===== config.mk =====
export PLATFORM = sky130hd
export DESIGN_NAME = regbank_arbiter_flat
export DESIGN_NICKNAME = d
export VERILOG_FILES = /design/src/rtl/regbank_arbiter_if.sv /design/src/rtl/regbank_arbiter.sv /design/src/flat_wrapper.sv
export SDC_FILE = /design/constraint.sdc
export NUM_CORES = 1
export LEC_CHECK = 0
export BUFFER_PORTS_ARGS = -buffer_cell sky130_fd_sc_hd__clkbuf_2
export CORE_MARGIN = 5
export CORE_UTILIZATION = 25
export DETAILED_ROUTE_END_ITERATION = 6
export GPL_ROUTABILITY_DRIVEN = 0
export GPL_TIMING_DRIVEN = 0
export PLACE_DENSITY_LB_ADDON = 0.15
export REMOVE_ABC_BUFFERS = 1
export SETUP_SLACK_MARGIN = 0.4
export SLEW_MARGIN = 0
export SYNTH_ARGS = -nofsm -noshare
export SYNTH_HDL_FRONTEND = slang
export SYNTH_SLANG_ARGS = --single-unit
export TNS_END_PERCENT = 50

===== constraint.sdc =====
create_clock -name clk -period 1.6 [get_ports clk]
set_input_delay 0.32 -clock clk [delete_from_list [all_inputs] [get_ports clk]]
set_output_delay 0.32 -clock clk [all_outputs]
set_load 0.02 [all_outputs]

===== src/rtl/regbank_arbiter_if.sv =====
// regbank_arbiter_if
// Requester-side bus of the register bank arbiter: two requesters share one
// request/response channel set, with per-requester valid/ready bits.
//
//   req_valid[1:0]   requester -> arbiter   request valid, bit i = requester i
//   req_ready[1:0]   arbiter -> requester   request accept
//   req_write[1:0]   requester -> arbiter   1 = write, 0 = read
//   req_addr0/1      requester -> arbiter   byte address
//   req_wdata0/1     requester -> arbiter   write data
//   rsp_valid[1:0]   arbiter -> requester   response valid, bit i = requester i
//   rsp_ready[1:0]   requester -> arbiter   response accept
//   rsp_data         arbiter -> requester   shared read data, qualified by rsp_valid
//   rsp_err          arbiter -> requester   shared error flag, qualified by rsp_valid
interface regbank_arbiter_if;
    logic [1:0]  req_valid;
    logic [1:0]  req_ready;
    logic [1:0]  req_write;
    logic [31:0] req_addr0;
    logic [31:0] req_addr1;
    logic [31:0] req_wdata0;
    logic [31:0] req_wdata1;
    logic [1:0]  rsp_valid;
    logic [1:0]  rsp_ready;
    logic [31:0] rsp_data;
    logic        rsp_err;

    // master = the requesters, slave = the arbiter
    modport master (
        output req_valid, req_write, req_addr0, req_addr1, req_wdata0, req_wdata1,
        output rsp_ready,
        input  req_ready, rsp_valid, rsp_data, rsp_err
    );

    modport slave (
        input  req_valid, req_write, req_addr0, req_addr1, req_wdata0, req_wdata1,
        input  rsp_ready,
        output req_ready, rsp_valid, rsp_data, rsp_err
    );
endinterface


===== src/rtl/regbank_arbiter.sv =====
// regbank_arbiter
// Arbitrates two requesters onto a single register bank, one transaction in
// flight at a time. Round-robin pointer breaks ties and only moves when a
// response completes. Register index is addr[5:2]; misaligned accesses and
// writes to the read-only index RO_IDX are flagged in rsp_err, and such
// writes never reach the bank.
//
// Ports
//   clk          single clock, rising edge
//   reset        synchronous, active high
//   bus          requester channel (regbank_arbiter_if.slave)
//   write_en     bank write strobe, one cycle in EXEC
//   write_addr   bank write address (0 outside EXEC)
//   write_data   bank write data    (0 outside EXEC)
//   read_addr    bank read address  (0 outside EXEC)
//   read_data    bank combinational read data
//
// state | meaning
// ------+-----------------------------------------------------------
// IDLE  | waiting for a request; winner sees req_ready this cycle
// EXEC  | captured transaction drives the bank; response registered
// RESP  | rsp_valid[id] held with stable data until rsp_ready[id]
module regbank_arbiter #(
    parameter int RO_IDX  = 3,
    parameter int NUM_REQ = 2
) (
    input  logic             clk,
    input  logic             reset,
    regbank_arbiter_if.slave bus,
    output logic             write_en,
    output logic [31:0]      write_addr,
    output logic [31:0]      write_data,
    output logic [31:0]      read_addr,
    input  logic [31:0]      read_data
);

    localparam logic [3:0] RO_INDEX = 4'(RO_IDX);

    typedef enum logic [1:0] {
        IDLE = 2'd0,
        EXEC = 2'd1,
        RESP = 2'd2
    } state_t;

    state_t             state;
    logic               ptr;
    logic               cap_id;
    logic               cap_write;
    logic [31:0]        cap_addr;
    logic [31:0]        cap_wdata;
    logic [31:0]        rsp_data_q;
    logic               rsp_err_q;
    logic               cap_err;
    logic [NUM_REQ-1:0] grant;

    // Grant is only ever offered in IDLE, and never while reset is held.
    always_comb begin
        grant = '0;
        if (state == IDLE && !reset) begin
            case (bus.req_valid)
                2'b01:   grant = 2'b01;
                2'b10:   grant = 2'b10;
                2'b11:   grant = ptr ? 2'b10 : 2'b01;
                default: grant = 2'b00;
            endcase
        end
    end

    assign cap_err = (cap_addr[1:0] != 2'b00) ||
                     (cap_write && (cap_addr[5:2] == RO_INDEX));

    assign bus.req_ready = grant;
    assign bus.rsp_valid = (state == RESP && !reset) ? (cap_id ? 2'b10 : 2'b01) : 2'b00;
    assign bus.rsp_data  = rsp_data_q;
    assign bus.rsp_err   = rsp_err_q;

    // Bank side is quiet (all zero) outside EXEC.
    assign write_en   = (state == EXEC) && !reset && cap_write && !cap_err;
    assign write_addr = (state == EXEC) ? cap_addr  : 32'd0;
    assign write_data = (state == EXEC) ? cap_wdata : 32'd0;
    assign read_addr  = (state == EXEC) ? cap_addr  : 32'd0;

    always_ff @(posedge clk) begin
        if (reset) begin
            state      <= IDLE;
            ptr        <= 1'b0;
            cap_id     <= 1'b0;
            cap_write  <= 1'b0;
            cap_addr   <= 32'd0;
            cap_wdata  <= 32'd0;
            rsp_data_q <= 32'd0;
            rsp_err_q  <= 1'b0;
        end else begin
            case (state)
                IDLE: begin
                    if (grant != '0) begin
                        cap_id    <= grant[1];
                        cap_write <= bus.req_write[grant[1]];
                        cap_addr  <= grant[1] ? bus.req_addr1  : bus.req_addr0;
                        cap_wdata <= grant[1] ? bus.req_wdata1 : bus.req_wdata0;
                        state     <= EXEC;
                    end
                end
                EXEC: begin
                    // Reads return bank data even when misaligned; writes return 0.
                    rsp_data_q <= cap_write ? 32'd0 : read_data;
                    rsp_err_q  <= cap_err;
                    state      <= RESP;
                end
                RESP: begin
                    if (bus.rsp_ready[cap_id]) begin
                        ptr   <= ~cap_id;
                        state <= IDLE;
                    end
                end
                default: state <= IDLE;
            endcase
        end
    end

endmodule

===== src/flat_wrapper.sv =====
// flat-port wrapper written by rule: the top's interface ports become plain ports
module regbank_arbiter_flat 
#(
    parameter int RO_IDX  = 3,
    parameter int NUM_REQ = 2
)
  (clk, reset, write_en, write_addr, write_data, read_addr, read_data, bus_req_valid, bus_req_write, bus_req_addr0, bus_req_addr1, bus_req_wdata0, bus_req_wdata1, bus_rsp_ready, bus_req_ready, bus_rsp_valid, bus_rsp_data, bus_rsp_err);
  regbank_arbiter_if bus_i ();
  input  logic clk;
  input  logic reset;
  output logic write_en;
  output logic [31:0] write_addr;
  output logic [31:0] write_data;
  output logic [31:0] read_addr;
  input  logic [31:0] read_data;
  input wire logic [$bits(bus_i.req_valid)-1:0] bus_req_valid;
  input wire logic [$bits(bus_i.req_write)-1:0] bus_req_write;
  input wire logic [$bits(bus_i.req_addr0)-1:0] bus_req_addr0;
  input wire logic [$bits(bus_i.req_addr1)-1:0] bus_req_addr1;
  input wire logic [$bits(bus_i.req_wdata0)-1:0] bus_req_wdata0;
  input wire logic [$bits(bus_i.req_wdata1)-1:0] bus_req_wdata1;
  input wire logic [$bits(bus_i.rsp_ready)-1:0] bus_rsp_ready;
  output wire logic [$bits(bus_i.req_ready)-1:0] bus_req_ready;
  output wire logic [$bits(bus_i.rsp_valid)-1:0] bus_rsp_valid;
  output wire logic [$bits(bus_i.rsp_data)-1:0] bus_rsp_data;
  output wire logic [$bits(bus_i.rsp_err)-1:0] bus_rsp_err;
  assign bus_i.req_valid = bus_req_valid;
  assign bus_i.req_write = bus_req_write;
  assign bus_i.req_addr0 = bus_req_addr0;
  assign bus_i.req_addr1 = bus_req_addr1;
  assign bus_i.req_wdata0 = bus_req_wdata0;
  assign bus_i.req_wdata1 = bus_req_wdata1;
  assign bus_i.rsp_ready = bus_rsp_ready;
  assign bus_req_ready = bus_i.req_ready;
  assign bus_rsp_valid = bus_i.rsp_valid;
  assign bus_rsp_data = bus_i.rsp_data;
  assign bus_rsp_err = bus_i.rsp_err;
  regbank_arbiter #(.RO_IDX(RO_IDX), .NUM_REQ(NUM_REQ)) u_core (.clk(clk), .reset(reset), .bus(bus_i), .write_en(write_en), .write_addr(write_addr), .write_data(write_data), .read_addr(read_addr), .read_data(read_data));
endmodule

# After elaboration in Yosys (flattened, before gate mapping)
# Index checks and enable logic that the tools add are counted.
[word_totals] inputBits=168 register_bits=102
[classes] reduce_logical=15 mux=17 magnitude_cmp=2 bitwise_logic=1 eq_ne=8
[ops] op="32-bit two-way mux" n=5
[ops] op="2-bit two-way mux" n=6
[ops] op="2-bit case mux with 3 select lines" n=2
[ops] op="2-bit equality test, second input constant" n=3
[ops] op="1-bit logical AND" n=6
[ops] op="2-bit AND reduction" n=3
[ops] op="2-bit by 1-bit equality test with 1-bit output, second input constant" n=2
[ops] op="4-bit by 2-bit equality test with 1-bit output, second input constant" n=1
[ops] op="1-bit by 2-bit less-than comparator with 1-bit output, second input constant" n=2
[ops] op="1-bit two-way mux" n=4
[ops] op="2-bit != test, second input constant" n=2
[ops] op="2-bit nonzero test" n=2
[ops] op="1-bit logical NOT" n=2
[ops] op="2-bit logical NOT" n=1
[ops] op="1-bit logical OR" n=1
[ops] op="1-bit inverter" n=1

# Logic depth before layout (Yosys ltp)
# Gate-level depths: netlist of run 1.
[depth] word_depth=6 depth_mapped=6

# Least setup slack after synthesis of run 1
# No wires, ideal clock.
[synth_path] path_kind="register -> output" startpoint="reg u_core.state[0]" endpoint="out write_en" path_stages_with_launch=5 path_buffers=1 setup_slack_ns=-0.279 t_arrival_ns=1.559 required_ns=1.280 path_cell_list="dfxtp_1 nor2b_1 buf_2 nand3_1 nor4_1"
[synth_between] elab_chain_cells=4
[synth_lines] element="start, declared" line="regbank_arbiter.sv:45" source="state_t state;"
[synth_lines] element="start signal, assigned" line="regbank_arbiter.sv:85" source="state <= IDLE;"
[synth_lines] element="start signal, assigned" line="regbank_arbiter.sv:101" source="state <= EXEC;"
[synth_lines] element="start signal, assigned" line="regbank_arbiter.sv:108" source="state <= RESP;"
[synth_lines] element="2-bit by 1-bit equality test with 1-bit output" line="regbank_arbiter.sv:78" source="assign write_en = (state == EXEC) && !reset && cap_write && !cap_err;"
[synth_lines] element="1-bit logical AND (3 in series)" line="regbank_arbiter.sv:78"
[synth_lines] element="end, declared" line="flat_wrapper.sv:11" source="output logic write_en;"
# Every way passes these cells.

# Worst setup path after layout of run 1
# Ends and elaborated chain as after synthesis.

==> out/metrics.cfg, run 1 <==
[run_status]
status=finished, violations left
violations=setup timing

[critical_path]
cp.arrival_ns=1.58
cp.required_ns=1.28
cpMaxStageDelayCell=dfxtp_4
cp_max_fo=5
cp_common_cell=buf_12
cp-end-kind=primary output
crit_type=reg -> out
cp_top_family=buffers and inverters
startpoint_type=flip-flop
worstPathCellList=nor2b_4 -> buf_12 -> buf_12 -> nand3_1 -> nor4_2 -> buf_4
cpPeakStageDelay_ns=0.36
cp_num_buf_inv=3

[yosys]
yosys_most_used_dff=dfxtp_1
yosysWarnings=0
syn_area_mm2=0.00556
synth-async-reset-ratio=0
synth.most_common_cell=dfxtp_1
synth_top_cells_by_count=dfxtp_1 (102), a21oi_1 (67), a311oi_1 (65), and2_1 (65), nand4_1 (65)
syn_avg_cell_area_um2=9.13
synth_cell_types=34
yosys.area.top_type=dfxtp_1
synth_area_leaders=dfxtp_1 (37%), a311oi_1 (10%), o31ai_2 (8.6%), and2_1 (7.3%), nand4_1 (7.3%)
syn_inst=609
ys_ff_latch=102
synth_top_area_share=0.367
synth_edf_count=0
seq_area_frac_synth=0.367

[power_and_ir_drop]
pwr-share-comb=0.398
leakagePower_nw=4.27
switchingPower_w=0.00298
cellPowerDensity_mw_per_mm2=835
ir_drop_v=0.000548
p_total_w=0.00867
clkPwrFrac=0.263
p_seq_frac=0.338
p_sw_frac=0.344
internal-power_w=0.00569

[clock_network]
holdBufCountCts=0
cts-root-buf=clkbuf_16
path_clk_slew_ns=0.07
cts_tree=built
cts_buffer_depth=2
cts.htree.levels=3
cts_sinks=102
clk_latency_ns=0.36
cts_made_buffers=9

[global_routing]
antenna_found_initial=0
grt_pass1_wl_mm=45.3
grt.overflow.total=0
grt_util_all_layers=0.230
grt_pass1_vias=6899
grt_max_degree=71

[routing]
antenna_left=0
drt_iter0_markers=413
via_per_inst=5.48
route.detailed.drc=0
post_drt_wl_per_cell_um=25.8
first_pass_iters=5
drt_wl_total_mm=31.1
vias=6581

[timing]
whs_ns=0.180
relSlewSlack=0.356
rsz0062_at_grt=true
clock_skew_ns=0.0111
min_period_ns=1.90
max_freq_ghz=0.527
hold_violations=0
worst_pin_slew_ns=0.962
report.final.slew_viol_count=0
finalCritPeriodShare=1.19
worst_slack_ns=-0.296
setup_viol=193

[floorplan]
start_util=0.254
std_cell_rows=54
die_w_um=159
die_h_um=159
dieArea_mm2=0.0253
core-area_mm2=0.0219
ios=302

[hold_path]
worstHoldPathType=in -> reg

[layout]
drive_gt1_frac=0.625
num-nets-final=1087
antenna_cells=0
area_growth_pct=86.8

[place]
dp_hpwl_mm=14.9
portBuffers=301

[flow_run]
drv_cap=0

through the flow:
step / area, um^2 / std cells / setup TNS [ns] / worst slack (ns) / util
after detailed placement: 7140 / 1088 / -158.75 / -1.63 / 0.326
after global placement: 6780 / 1074 / -963.47 / -6.83 / 0.310
final: 10400 / 1202 / -36.80 / -0.296 / 0.474
after CTS: 9700 / 1191 / -38.03 / -0.363 / 0.443
after global routing: 10400 / 1202 / -51.03 / -0.389 / 0.474
after floorplan: 4930 / 493 / -352.08 / -2.96 / -
power by group through the flow:
stage          Clock, W  Combinational [W]  Sequential [W]
4_1_cts         0.00236            0.00313         0.00292
5_1_grt         0.00243            0.00362         0.00296
6_report        0.00228            0.00345         0.00293
3_5_place_dp          0            0.00196         0.00295
2_1_floorplan         0           0.000955         0.00299
3_3_place_gp          0            0.00181         0.00295
per-layer routing:
metal | wire [um] | global-route usage | vias up
met2 | 14900 | 0.383 | 355
met1 | 12900 | 0.297 | 3193
met3 | 2770 | 0.0655 | 30
met4 | 517 | 0.0523 | 0
met5 | 0 | 0 | -
li1 | - | - | 3003
flip-flops by register name, summed over array words and instances (netlist names):
name and flops:
u_core.cap_wdata 32, u_core.cap_addr 32, u_core.bus.rsp_data 32, u_core.state 2, u_core.cap_write 1, u_core.cap_id 1, u_core.bus.rsp_err 1, u_core.ptr 1
cells in the final DEF (no fill, tap or decap), types with 29 or more instances in the layout:
cell      netlist  layout
buf_8           0      51
clkbuf_2        0     169
o31ai_2        38      34
clkbuf_8        0      29
a311oi_1       65      51
nand4_1        65      65
a22o_1         32      32
buf_4          34      58
dfxtp_1       102      98
a21oi_1        67      49
and2_4          0      49
buf_6           5      29
repair_timing:
item	CTS	global route
setup endpoints to repair	207	234
pin swaps	112	61
buffers inserted	58	6
gates cloned	31	5
resized for setup	273	220
worst paths after layout:
path	from	endpoint	slack [ns]	cells after the start
worst max-delay path	u_core.state[0]	write_en	-0.30	6
worst min-delay path	read_data[8]	u_core.bus.rsp_data[8]	0.18	2
worst max register to register	u_core.state[1]	u_core.cap_wdata[20]	-0.26	10
worst min register to register	u_core.bus.rsp_data[19]	u_core.bus.rsp_data[19]	0.48	1
final cells by class:
type	instances	area, um^2
tap	280	350
clock inverter	5	60.1
inverter	3	13.8
clock buffer	9	225
fill	2055	11500
timing repair buffer	400	4100
sequential	102	2050
multi-input combinational	403	3580
cell families (layout without fill, tap and decap cells):
kind of cell,after synthesis,count (layout),share of synthesized area
AO/OA/AOI/OAI,234,234,0.342
buffers and inverters,119,417,0.116
flip-flops,102,102,0.367
AND/OR/NAND/NOR,154,169,0.174
No activity file was read; power rests on OpenSTA's default activity.
==> run 2: changes to the inputs <==
CELL_PAD_IN_SITES_DETAIL_PLACEMENT = 1   (was default)
CELL_PAD_IN_SITES_GLOBAL_PLACEMENT = 2   (was default)
CORE_UTILIZATION = 22   (was 25)
==> run 2 against run 1 <==
  * The flow still finishes with violations (setup timing)
  * Clock power about the same
  * Non-clock buffer count is 15 lower
  * Combinational power fell by 1%
  * Final area up 0.20%
  * Hold slack worse by 0.0018 ns
  * Total power decreased by 0.55%
  * Utilization decreased by 5.9 points
  * Register-to-register slack improved by 0.02 ns
  * Sequential cell count is the same
  * Die area increased by 13%
==> out/metrics.cfg, run 2 (synthesis gave the netlist of run 1 again) <==
[routing]
post_drt_wl_per_cell_um=27.1  ; was 25.8 um
antenna_left=0  ; unchanged
first_pass_iters=4  ; was 5
route.detailed.drc=0  ; unchanged
vias=6631  ; was 6581
drt_wl_total_mm=33.5  ; was 31.1 mm
via_per_inst=5.37  ; was 5.48
drt_iter0_markers=326  ; was 413

[global_routing]
grt.overflow.total=0  ; unchanged
grt_pass1_vias=7279  ; was 6899
use_met1=0.287  ; was 0.297
grt_pass1_wl_mm=48.1  ; was 45.3 mm
antenna_found_initial=0  ; unchanged
grt_util_all_layers=0.222  ; was 0.230
grt_max_degree=71  ; unchanged
grt.met2_usage=0.369  ; was 0.383
met3_usage=0.0593  ; was 0.0655
top_usage_layer=met2  ; unchanged

[floorplan]
start_util=0.222  ; was 0.254
die_w_um=169  ; was 159 um
dieArea_mm2=0.0286  ; was 0.0253 mm^2
core-area_mm2=0.0250  ; was 0.0219 mm^2
ios=302  ; unchanged
die_h_um=169  ; was 159 um
std_cell_rows=58  ; was 54

[clock_network]
cts_tree=built  ; unchanged
cts-root-buf=clkbuf_16  ; unchanged
cts_buffer_depth=2  ; unchanged
path_clk_slew_ns=0.08  ; was 0.07 ns
holdBufCountCts=0  ; unchanged
cts_sinks=102  ; unchanged
cts.htree.levels=3  ; unchanged
clk_latency_ns=0.37  ; was 0.36 ns
cts_made_buffers=9  ; unchanged

[flow_run]
drv_cap=0  ; unchanged

[power_and_ir_drop]
leakagePower_nw=4.20  ; was 4.27 nW
pwr-share-comb=0.395  ; was 0.398
ir_drop_v=0.000535  ; was 0.000548 V
clkPwrFrac=0.264  ; was 0.263
p_sw_frac=0.358  ; was 0.344
p_seq_frac=0.342  ; was 0.338
switchingPower_w=0.00309  ; was 0.00298 W
cellPowerDensity_mw_per_mm2=829  ; was 835 mW/mm^2
internal-power_w=0.00554  ; was 0.00569 W

[hold_path]
worstHoldPathType=in -> reg  ; unchanged

[layout]
antenna_cells=0  ; unchanged
final_common_cell=clkbuf_2  ; unchanged
design_area_mm2=0.0104  ; about the same
num-nets-final=1068  ; was 1087
area_growth_pct=87.2  ; was 86.8%
final_cell_mix=clkbuf_2 (166), dfxtp_1 (91), nand4_1 (65), buf_4 (62)  ; was clkbuf_2 (169), dfxtp_1 (98), nand4_1 (65), buf_4 (58)
drive_gt1_frac=0.636  ; was 0.625

[place]
dpl_cell_area_mm2=0.00719  ; was 0.00714 mm^2
pre_cts_ws_ns=-1.72  ; was -1.63 ns
portBuffers=301  ; unchanged
dp_hpwl_mm=16.5  ; was 14.9 mm

[timing]
hold_violations=0  ; unchanged
relSlewSlack=0.577  ; was 0.356
tns_ns=-31.10  ; was -36.80 ns
setup_viol=165  ; was 193
max_freq_ghz=0.530  ; was 0.527 GHz
rsz0062_at_grt=true  ; unchanged
worst_slack_ns=-0.286  ; was -0.296 ns
clock_skew_ns=0.0126  ; was 0.0111 ns
worst_pin_slew_ns=0.635  ; was 0.962 ns
min_period_ns=1.89  ; was 1.90 ns
finalCritPeriodShare=1.18  ; was 1.19
report.final.slew_viol_count=0  ; unchanged

[run_status]
status=finished, violations left  ; unchanged
violations=setup timing  ; unchanged

[critical_path]
cp_max_fo=6  ; was 5
cp-end-kind=primary output  ; unchanged
cp_common_cell=buf_6  ; was buf_12
cp_top_family=buffers and inverters  ; unchanged
cpMaxStageDelayCell=dfxtp_4  ; unchanged
cpPeakStageDelay_ns=0.36  ; about the same
startpoint_type=flip-flop  ; unchanged
cp.required_ns=1.28  ; about the same
r2r_slack_ns=-0.24  ; was -0.26 ns
cp.arrival_ns=1.57  ; was 1.58 ns
worstPathCellList=buf_6 -> nor3_4 -> buf_6 -> buf_4 -> and3_4 -> buf_6  ; was nor2b_4 -> buf_12 -> buf_12 -> nand3_1 -> nor4_2 -> buf_4
cp_num_buf_inv=4  ; was 3
crit_type=reg -> out  ; unchanged

-- run 2: changes by cell type in the layout (fill, tap and decap cells not counted), moves of 9 or more --
cell	change
buf_2	-9
a21oi_1	+10
and2_4	+10
o31ai_4	+10
clkbuf_8	-18
and2_1	-11
-- run 2: final timing paths --
kind                                         startpoint  cells past startpoint                       to
worst max-delay path                    u_core.state[0]                      6         bus_req_ready[0]
worst min-delay path                      read_data[17]                      2  u_core.bus.rsp_data[17]
worst max register to register          u_core.state[0]                     10     u_core.cap_wdata[24]
worst min register to register  u_core.bus.rsp_data[17]                      1  u_core.bus.rsp_data[17]
-- run 2: repair_timing --
action,in CTS,in global routing
resized for setup,245,298
setup buffers,42,11
gates cloned,24,5
pin swaps,84,77
hold endpoints to repair,0,0
setup endpoints to repair,232,235
-- run 2: layer usage --
metal | wire length, um | vias up
met5 | 0 | -
met4 | 619 | 0
met3 | 2340 | 32
met2 | 16200 | 252
met1 | 14300 | 3380
li1 | - | 2967
-- run 2: power groups by stage --
stage | combinational [W] | clock, W | sequential [W]
3_3_place_gp | 0.00180 | 0 | 0.00295
6_report | 0.00340 | 0.00227 | 0.00295
2_1_floorplan | 0.000955 | 0 | 0.00299
5_1_grt | 0.00358 | 0.00243 | 0.00297
4_1_cts | 0.00298 | 0.00236 | 0.00293
3_5_place_dp | 0.00198 | 0 | 0.00296
-- run 2: cell type report --
class                           instances  area (um^2)
Inverter                                3         16.3
Fill cell                            2761        14600
Timing Repair Buffer                  385         3950
Multi-Input combinational cell        399         3670
Clock buffer                           10          239
Clock inverter                          6         52.6
Sequential cell                       102         2060
Tap cell                              330          413
-- run 2: worst register-to-register path: stages (launching register included) --
cell and delay, ns:
dfxtp_4 0.36, buf_6 0.13, nor3_4 0.20, buf_6 0.14, buf_12 0.11, buf_16 0.11
buf_16 0.13, buf_12 0.11, buf_16 0.11, nand4_1 0.10, a311oi_1 0.25
-- run 2: through the flow --
step	util	hold slack, ns	instances	total power, W
after CTS	0.377	0.156	1219	0.00827
after global routing	0.416	0.176	1235	0.00898
after detailed placement	0.287	0.468	1137	0.00494
after global placement	0.273	0.462	1124	0.00475
after floorplan	-	0.389	493	0.00395
final	0.416	0.178	1235	0.00862
==> run 3: changes to the inputs <==
CAP_MARGIN = 20   (was default)
CELL_PAD_IN_SITES_GLOBAL_PLACEMENT = 1   (was 2)
CORE_UTILIZATION = 25   (was 22)
==> run 3 against run 2 <==
  * The flow still finishes with violations (setup timing)
  * Via count is 1.0% higher
  * Final area decreased by 1.6%
  * Cell count is 3.2% lower
  * Clock power grew 5%
  * Sequential power is essentially flat
  * Die area decreased by 11%
  * Utilization increased by 5.2 points
  * Non-clock buffer count grew 10
  * Critical path type unchanged
  * Largest power group unchanged
==> out/metrics.cfg, run 3 (synthesis gave the netlist of run 1 again) <==
[routing]
wl_met2_mm=15.7  ; was 16.2 mm
post_drt_wl_per_cell_um=27.1  ; about the same
drt-met1-wl_mm=13.5  ; was 14.3 mm
vias=6699  ; was 6631
drt_iter0_markers=327  ; was 326
highest_layer=met4  ; unchanged
drt_wl_total_mm=32.4  ; was 33.5 mm
via_per_inst=5.60  ; was 5.37
antenna_left=0  ; unchanged
wl_met3_mm=2.25  ; was 2.34 mm
route.detailed.drc=0  ; unchanged
first_pass_iters=4  ; unchanged

[critical_path]
cp.arrival_ns=1.58  ; was 1.57 ns
cp.required_ns=1.28  ; about the same
worstSetupStartpoint=u_core.state[0]  ; unchanged
worstPathCellList=nor2b_4 -> buf_6 -> clkbuf_16 -> and2_1 -> clkbuf_8  ; was buf_6 -> nor3_4 -> buf_6 -> buf_4 -> and3_4 -> buf_6
cp_max_fo=5  ; was 6
timing.rr.start=u_core.state[1]  ; was u_core.state[0]
r2r_end=u_core.cap_wdata[5]  ; was u_core.cap_wdata[24]
cpMaxStageDelayCell=dfxtp_4  ; unchanged
cp-end-kind=primary output  ; unchanged
rr_worst_depth=9  ; was 10
cpPeakStageDelay_ns=0.36  ; about the same
crit_path_end=write_data[29]  ; was bus_req_ready[0]
r2r_slack_ns=-0.23  ; was -0.24 ns
startpoint_type=flip-flop  ; unchanged
crit_type=reg -> out  ; unchanged

[layout]
multi_input_area_mm2=0.00375  ; was 0.00367 mm^2
final_common_cell=clkbuf_2  ; unchanged
final_core_util=0.468  ; was 0.416
area_growth_pct=84.2  ; was 87.2%
num-nets-final=1080  ; was 1068
fillers=2408  ; was 2761
ff_latch_area_mm2=0.00206  ; about the same
drive_gt1_frac=0.619  ; was 0.636
final_cell_mix=clkbuf_2 (168), dfxtp_1 (96), nand4_1 (65), a21oi_1 (60), a311oi_1 (59)  ; was clkbuf_2 (166), dfxtp_1 (91), nand4_1 (65), buf_4 (62)
design_area_mm2=0.0102  ; was 0.0104 mm^2
antenna_cells=0  ; unchanged

[clock_network]
cts_made_buffers=9  ; unchanged
holdBufCountCts=0  ; unchanged
cts_tree=built  ; unchanged
cts.htree.levels=3  ; unchanged
path_clk_slew_ns=0.08  ; about the same
clk_latency_ns=0.36  ; was 0.37 ns
cts_buffer_depth=2  ; unchanged
cts_sinks=102  ; unchanged
cts-root-buf=clkbuf_16  ; unchanged

[floorplan]
start_util=0.254  ; was 0.222
ios=302  ; unchanged
std_cell_rows=54  ; was 58
die_w_um=159  ; was 169 um
die_h_um=159  ; was 169 um
dieArea_mm2=0.0253  ; was 0.0286 mm^2
core-area_mm2=0.0219  ; was 0.0250 mm^2

[run_status]
status=finished, violations left  ; unchanged
violations=setup timing  ; unchanged

[global_routing]
grt.overflow.total=0  ; unchanged
grt_pass1_vias=7303  ; was 7279
grt_pass1_wl_mm=46.9  ; was 48.1 mm
antenna_found_initial=0  ; unchanged
grt_util_all_layers=0.236  ; was 0.222
grt_max_degree=71  ; unchanged

[place]
dp_hpwl_mm=15.6  ; was 16.5 mm
portBuffers=301  ; unchanged
dpl_cell_area_mm2=0.00707  ; was 0.00719 mm^2

[timing]
hold_violations=0  ; unchanged
clock_skew_ns=0.0123  ; was 0.0126 ns
finalCritPeriodShare=1.19  ; was 1.18
min_period_ns=1.90  ; was 1.89 ns
report.final.slew_viol_count=0  ; unchanged
max_freq_ghz=0.527  ; was 0.530 GHz
rsz0062_at_grt=true  ; unchanged
setup_viol=186  ; was 165
relSlewSlack=0.348  ; was 0.577
worst_slack_ns=-0.299  ; was -0.286 ns
worst_pin_slew_ns=0.973  ; was 0.635 ns

[power_and_ir_drop]
leakagePower_nw=4.17  ; was 4.20 nW
cellPowerDensity_mw_per_mm2=857  ; was 829 mW/mm^2
ir_drop_v=0.000388  ; was 0.000535 V

[flow_run]
drv_cap=0  ; unchanged

[hold_path]
worstHoldPathType=in -> reg  ; unchanged

## run 3: cell types whose count changed in the layout (fill, tap and decap cells not counted), moves of 7 or more
| cell | change |
|---|---|
| and2_4 | -9 |
| a311oi_2 | -11 |
| clkbuf_4 | +48 |
| and2_1 | +9 |
| buf_8 | -44 |
| clkbuf_8 | +7 |
| buf_4 | -13 |
| o31ai_4 | +15 |
| a311oi_1 | +11 |
| o31ai_2 | -9 |
## run 3: worst min-delay path by stage
stage / slack (ns) / cells past startpoint / startpoint / endpoint
finish: 0.17 / 2 / read_data[30] / u_core.bus.rsp_data[30]
floorplan: 0.39 / 1 / reset / u_core.ptr
global placement: 0.46 / 1 / u_core.bus.rsp_data[19] / u_core.bus.rsp_data[19]
CTS: 0.16 / 2 / read_data[3] / u_core.bus.rsp_data[3]
detailed placement: 0.46 / 1 / u_core.bus.rsp_data[6] / u_core.bus.rsp_data[6]
global route: 0.16 / 2 / read_data[25] / u_core.bus.rsp_data[25]
## run 3: what timing repair did
item	CTS	global route
resized for setup	232	220
setup endpoints to repair	214	233
setup buffers	54	4
cloned	30	6
pin swaps	100	121
## run 3: metrics by stage
stage	hold WS, ns	setup TNS [ns]	std cells	total power (W)	worst slack, ns
finish	0.171	-35.51	1196	0.00878	-0.299
global route	0.162	-46.49	1196	0.00913	-0.381
CTS	0.159	-36.21	1186	0.00847	-0.300
global placement	0.461	-923.92	1074	0.00472	-6.58
detailed placement	0.464	-170.51	1087	0.00489	-1.65
floorplan	0.389	-352.08	493	0.00395	-2.96
## run 3: report_power, final
group	total, W	switching [W]	leakage (nW)	internal, W
clock network	0.00238	0.00108	0.148	0.00130
logic	0.00345	0.00182	3.18	0.00164
registers	0.00294	0.000165	0.842	0.00277
total	0.00878	0.00306	4.17	0.00572
## run 3: critical path: cells and delay by family (launching register included)
kind	cells	cell delay (ns)
buffers and inverters	3	0.50
DFF	1	0.36
and+or+nand+nor	2	0.36
## run 3: routing by layer
metal,GRT usage,vias up
met4,0.0764,0
met3,0.0681,54
li1,-,3002
met5,0,-
met1,0.295,3342
met2,0.393,301
## run 3: cell type report
class | count | share of cell area
multi-input cells | 401 | 0.366
clock buffers | 11 | 0.0247
clock inverters | 4 | 0.00538
repair buffers | 395 | 0.367
inverters | 3 | 0.00183
flip-flops and latches | 102 | 0.201
well taps | 280 | 0.0342
